`src/rtl/seq_detect_prog.sv`:
```
// Programmable serial sequence detector: Mealy match pulse on the completing bit,
// runtime-loadable pattern/length/overlap mode, and a saturating match counter.
module seq_detect_prog #(
  parameter int                 MAX_LEN     = 16,
  parameter int                 CNT_W       = 8,
  parameter int                 RST_LEN     = 8,
  parameter logic [MAX_LEN-1:0] RST_PATTERN = MAX_LEN'(8'b10101011),
  parameter bit                 RST_OVERLAP = 1'b0,
  localparam int                LEN_W       = $clog2(MAX_LEN + 1),
  localparam int                FILL_W      = $clog2(MAX_LEN)
) (
  input  logic               clk,
  input  logic               rstn,
  input  logic               cfg_we,
  input  logic [MAX_LEN-1:0] cfg_pattern,
  input  logic [LEN_W-1:0]   cfg_len,
  input  logic               cfg_overlap,
  input  logic               in_valid,
  input  logic               in,
  input  logic               cnt_clr,
  output logic               match,
  output logic [CNT_W-1:0]   match_cnt,
  output logic [FILL_W-1:0]  fill
);

  localparam logic [FILL_W-1:0] FILL_MAX = FILL_W'(MAX_LEN - 1);
  localparam logic [LEN_W-1:0]  LEN_MAX  = LEN_W'(MAX_LEN);

  logic [MAX_LEN-2:0] hist_q, hist_d;
  logic [FILL_W-1:0]  fill_q, fill_d;
  logic [CNT_W-1:0]   cnt_q, cnt_d;
  logic [MAX_LEN-1:0] pat_q, pat_d;
  logic [LEN_W-1:0]   len_q, len_d;
  logic               ovl_q, ovl_d;

  logic [MAX_LEN-1:0] cand;
  logic [MAX_LEN-1:0] mask;
  logic               fill_ok;
  logic               cmp_eq;

  assign cand = {hist_q, in};

  // Only the low len bits of the candidate window take part in the compare.
  for (genvar gi = 0; gi < MAX_LEN; gi++) begin : g_mask
    assign mask[gi] = (gi < int'(len_q));
  end

  // fill + 1 >= len avoids the len - 1 underflow when len is zero.
  assign fill_ok = (int'(fill_q) + 1) >= int'(len_q);
  assign cmp_eq  = ((cand ^ pat_q) & mask) == '0;
  assign match   = rstn & in_valid & ~cfg_we & (len_q != '0) & fill_ok & cmp_eq;

  always_comb begin
    hist_d = hist_q;
    fill_d = fill_q;
    cnt_d  = cnt_q;
    pat_d  = pat_q;
    len_d  = len_q;
    ovl_d  = ovl_q;

    if (cfg_we) begin
      pat_d  = cfg_pattern;
      len_d  = (cfg_len > LEN_MAX) ? LEN_MAX : cfg_len;
      ovl_d  = cfg_overlap;
      fill_d = '0;
    end else if (in_valid) begin
      hist_d = cand[MAX_LEN-2:0];
      if (match && !ovl_q) begin
        fill_d = '0;
      end else if (fill_q != FILL_MAX) begin
        fill_d = fill_q + FILL_W'(1);
      end
    end

    if (match) begin
      if (cnt_clr) begin
        cnt_d = CNT_W'(1);
      end else if (!(&cnt_q)) begin
        cnt_d = cnt_q + CNT_W'(1);
      end
    end else if (cnt_clr) begin
      cnt_d = '0;
    end
  end

  always_ff @(posedge clk or negedge rstn) begin
    if (!rstn) begin
      hist_q <= '0;
      fill_q <= '0;
      cnt_q  <= '0;
      pat_q  <= RST_PATTERN;
      len_q  <= LEN_W'(RST_LEN);
      ovl_q  <= RST_OVERLAP;
    end else begin
      hist_q <= hist_d;
      fill_q <= fill_d;
      cnt_q  <= cnt_d;
      pat_q  <= pat_d;
      len_q  <= len_d;
      ovl_q  <= ovl_d;
    end
  end

  assign match_cnt = cnt_q;
  assign fill      = fill_q;

endmodule
```
`config.mk`:
```
export PLATFORM = sky130hd
export DESIGN_NAME = seq_detect_prog
export DESIGN_NICKNAME = d
export VERILOG_FILES = /design/src/rtl/seq_detect_prog.sv
export SDC_FILE = /design/constraint.sdc
export NUM_CORES = 1
export LEC_CHECK = 0
export BUFFER_PORTS_ARGS = -buffer_cell sky130_fd_sc_hd__buf_2
export CAP_MARGIN = 20
export CORE_MARGIN = 2
export CORE_UTILIZATION = 51
export DETAILED_ROUTE_END_ITERATION = 8
export PLACE_DENSITY = 0.83
export SLEW_MARGIN = 20
export SYNTH_ARGS = -nofsm -noshare
export SYNTH_HDL_FRONTEND = slang
export SYNTH_SLANG_ARGS = --single-unit
```
`constraint.sdc`:
```
create_clock -name clk -period 2.6 [get_ports clk]
set_clock_uncertainty 0.15 [all_clocks]
set_input_delay 0.13 -clock clk [delete_from_list [all_inputs] [get_ports clk]]
set_output_delay 0.13 -clock clk [all_outputs]
set_load 0.02 [all_outputs]
```
==> metrics.md <==
| Metric | Value |
|---|---|
| Outcome | `complete, no violations` |
| Setup CP Type | `register to output port` |
| Worst r2r src | `hist_q[14]$_DFFE_PN0P_` |
| Initial Util | `a little over half` |
| CP Capture Type | `output port` |
| Synth Area in XOR/XNOR | `7.17%` |
| Number of H-tree levels | `2` |
| DRT Pass-1 Iters | `4` |
| Tightest Pin Transition | `0.596 ns` |
| Core Area | `4790 µm²` |
| Setup crit start kind | `register` |
| CTS root buf | `clkbuf_8` |
| Required time worst endpoint | `2.32 ns` |
| Finished Core Util | `68.3%` |
| Clock period minus worst slack | `2.55 ns` |
| # DRC | `0` |
| Clk sinks | `49` |
| First-pass GRT wire length | `8960 µm` |
| Initial antenna violation count | `0` |
| Multi-input gate area | `1300 µm²` |
| Reg clk slew, reported paths | `0.09 ns` |
| Unrepaired setup endpoints after global routing | `yes` |
| Share of the synthesized area in the top cell type | `between 40% and 50%` |
| Worst hold path depth | `3` |
| Die Span Y | `74.9 µm` |
| FF-to-FF path depth | `8` |
| GR Layer Usage met3 | `4.95%` |
| Final GP Congestion | `approximately 0.88` |
| Critical Path AT | `2.27 ns` |
| # fillers | `381` |
| Adder-cell share of the synthesized area | `between 3 and 4%` |
| Syn Area/Cell | `~11 µm²` |
| Main combinational cell family by area after synthesis | `multiplexers` |
| Achievable Freq | `393 MHz` |
| Post-route cell area | `3270 µm²` |
| Post-synth cell types | `46` |
| WHS | `0.00770 ns` |
| HP Class | `input port to register` |
| Total GRT Usage | `between 20% and 30%` |
| TNS Setup | `0 ns` |
| Layout Cells excl Fill | `approximately 370` |
| CTS tree | `yes` |
| Commonest cells in the netlist | `43 x dfrtp_1, 32 x mux2_2, 13 x nand2_1, 11 x o21ai_0, 11 x xor2_1` |
| Most common cell in the netlist | `dfrtp_1` |
| Lkg Pwr | `1.47 nW` |
| Post-Place Setup Slack | `0.0477 ns` |
| Setup violations, final | `0` |
| Post-route ant nets | `0` |
| Via count | `between 1,500 and 2,000` |
| CP Max Fanout | `4` |
| # diodes | `0` |
| Cell Area, Synth | `between 2000 and 3000 µm²` |
| Final Cycle Share | `98.0%` |
| Most used DFF post-synth | `dfrtp_1` |
| Slew headroom | `60.3%` |
| Ranking of synthesized cells by area | `dfrtp_1 42%, mux2_2 14%, dfstp_2 6.1%` |
| Die Wd | `74.9 µm` |
| Tot Pwr | `just over 2 mW` |
| Synthesized Nets | `between 200 and 300` |
| Total Wirelength | `5520 µm` |
| Fin. Hold Viols | `0` |
| Die area | `5610 µm²` |
| Syn Inst Count | `around 220` |
| Largest net degree at the start of global routing | `50` |
| PnR worst setup slack | `around 0.053 ns` |
| Busiest layer in global routing | `met2` |
| Maxcap violations | `0` |
| Ys Warns | `0` |
| HPWL Detailed | `3890 µm` |
| Dpl cell area | `between 2000 and 3000 µm²` |
| FF-to-FF End | `match_cnt[0]$_DFFE_PN0P_` |
| Mux share of post-synthesis cell area | `15.3%` |
| Post-Synth Simple-Gate Area | `13.1%` |
| Final nets | `approximately 330` |
| Cell Chain, Critical Path | `xor2_1, or4_4, a22oi_2, nand4_1, nor3_4, buf_6` |
| Min-delay src | `in_valid` |
| Seq/Total Area, Yosys | `roughly 48%` |
| Reg2Reg Setup Slack | `between 0.1 and 0.15 ns` |
| Max VDD drop | `0.400 mV` |
| Post-placement cell count | `329` |
| Worst skew pair latency | `around 0.31 ns` |
| CTS Buf Count | `5` |
| Largest area contributor in the netlist | `dfrtp_1` |
| Crit path launch | `hist_q[14]$_DFFE_PN0P_` |
| WL/cell | `between 15 and 20 µm` |
| Area grow syn2layout | `27.5%` |
| Hold path endpoint | `fill[3]$_DFFE_PN0P_` |
| Slowest stage delay, CP | `0.54 ns` |
| Vias in the first global route | `2,007` |
| Port Buf Inserts | `40` |
| Max-slew violation count | `0` |
| Total global routing overflow | `0` |
| Ports | `just over 40` |
| EDFF count, synth | `0` |
| Site Rows | `25` |
| Mean number of vias per cell | `between 5 and 6` |
| FF+latch area | `between 1000 and 1500 µm²` |
| Compound-Gate Fraction of Synth Area | `10.5%` |
| Met2 Usage GRT | `roughly 37%` |
| Layout cell share with drive strength beyond 1 | `37.5%` |
| Slowest-stage cell, CP | `or4_4` |
| Post-synth ARST share | `between 90% and 100%` |
| Initial DRC Count | `93` |
| Synthesized flop and latch total | `49` |
| Met1 usage | `about a quarter` |
| Clock buffer depth | `2` |
| P per Cell Area | `slightly above 600 nW/µm²` |
## placed cells by master, fill, tap and decap left out, drive strengths merged, types with 2 or more instances in the layout
cell	n
buf	50
dfrtp	43
mux2	33
dlygate4sd3	25
nand2	13
xor2	11
o21ai	11
xnor2	10
a21oi	10
inv	8
nor2	7
nor3	7
ha	7
dfstp	6
clkbuf	6
nand3	5
nor4	4
and3	3
nand2b	3
nand4	3
a211oi	3
nor2b	2
a21o	2
a31oi	2
o31ai	2
o22ai	2
mux2i	2
a41oi	2
or3	2
clkinv	2
## what timing repair did
item	in CTS	in global routing
pin swaps	3	4
resized for setup	3	9
hold endpoints to repair	73	0
hold buffers	25	0
buffers inserted	2	2
setup endpoints to repair	1	10
## area by class of cell
type,count,share of cell area (%)
Multi-Input combinational cell,159,39.9
Sequential cell,49,37.8
Timing Repair Buffer,75,16.3
Tap cell,67,2.56
Clock buffer,6,2.22
Inverter,8,0.918
Clock inverter,2,0.306
## routing by layer
metal  share of wire, %  routed length, µm
met5                  0                  0
met4                1.6                 88
met3                4.1                227
met2                 51               2820
met1                 43               2380
## worst max-delay path by stage
| stage | endpoint | slack (ns) | depth (start not counted) |
|---|---|---|---|
| 3_5_place_dp | match_cnt[3]$_DFFE_PN0P_ | 0.05 | 10 |
| 3_3_place_gp | match_cnt[5]$_DFFE_PN0P_ | 0.15 | 10 |
| 2_1_floorplan | match_cnt[5]$_DFFE_PN0P_ | 0.002 | 10 |
| 6_report | match | 0.05 | 6 |
| 5_1_grt | match | -0.05 | 6 |
| 4_1_cts | match_cnt[3]$_DFFE_PN0P_ | 0.02 | 10 |
## flip-flops by register name (all words and copies together) (netlist names)
name / flops
len_q: 5
ovl_q: 1
hist_q: 15
pat_q: 16
match_cnt: 8
fill: 4
## kinds of logic after synthesis
| logic type | after synthesis |
|---|---|
| mux | 35 |
| flops | 49 |
| compound gates | 41 |
| fa+ha+maj | 7 |
| buf+inv | 16 |
| xor+xnor | 21 |
| simple gates | 55 |
## report_power, final
group | internal [mW] | leakage, nW | switching, mW | total (mW)
sequential | 0.905 | 0.602 | 0.130 | 1.03
combinational | 0.313 | 0.822 | 0.254 | 0.567
clock | 0.187 | 0.0450 | 0.248 | 0.435
total | 1.40 | 1.47 | 0.632 | 2.04
## critical path, delay by kind of cell, from the launching register on
family / cells / cell delay (ns)
and+or+nand+nor: 3 / 1.02
DFF: 1 / 0.41
AOI/OAI and AO/OA: 1 / 0.19
xor gates and xnor gates: 1 / 0.17
buffers and inverters: 1 / 0.15
Note: power is estimated with default switching activity, not from simulation.
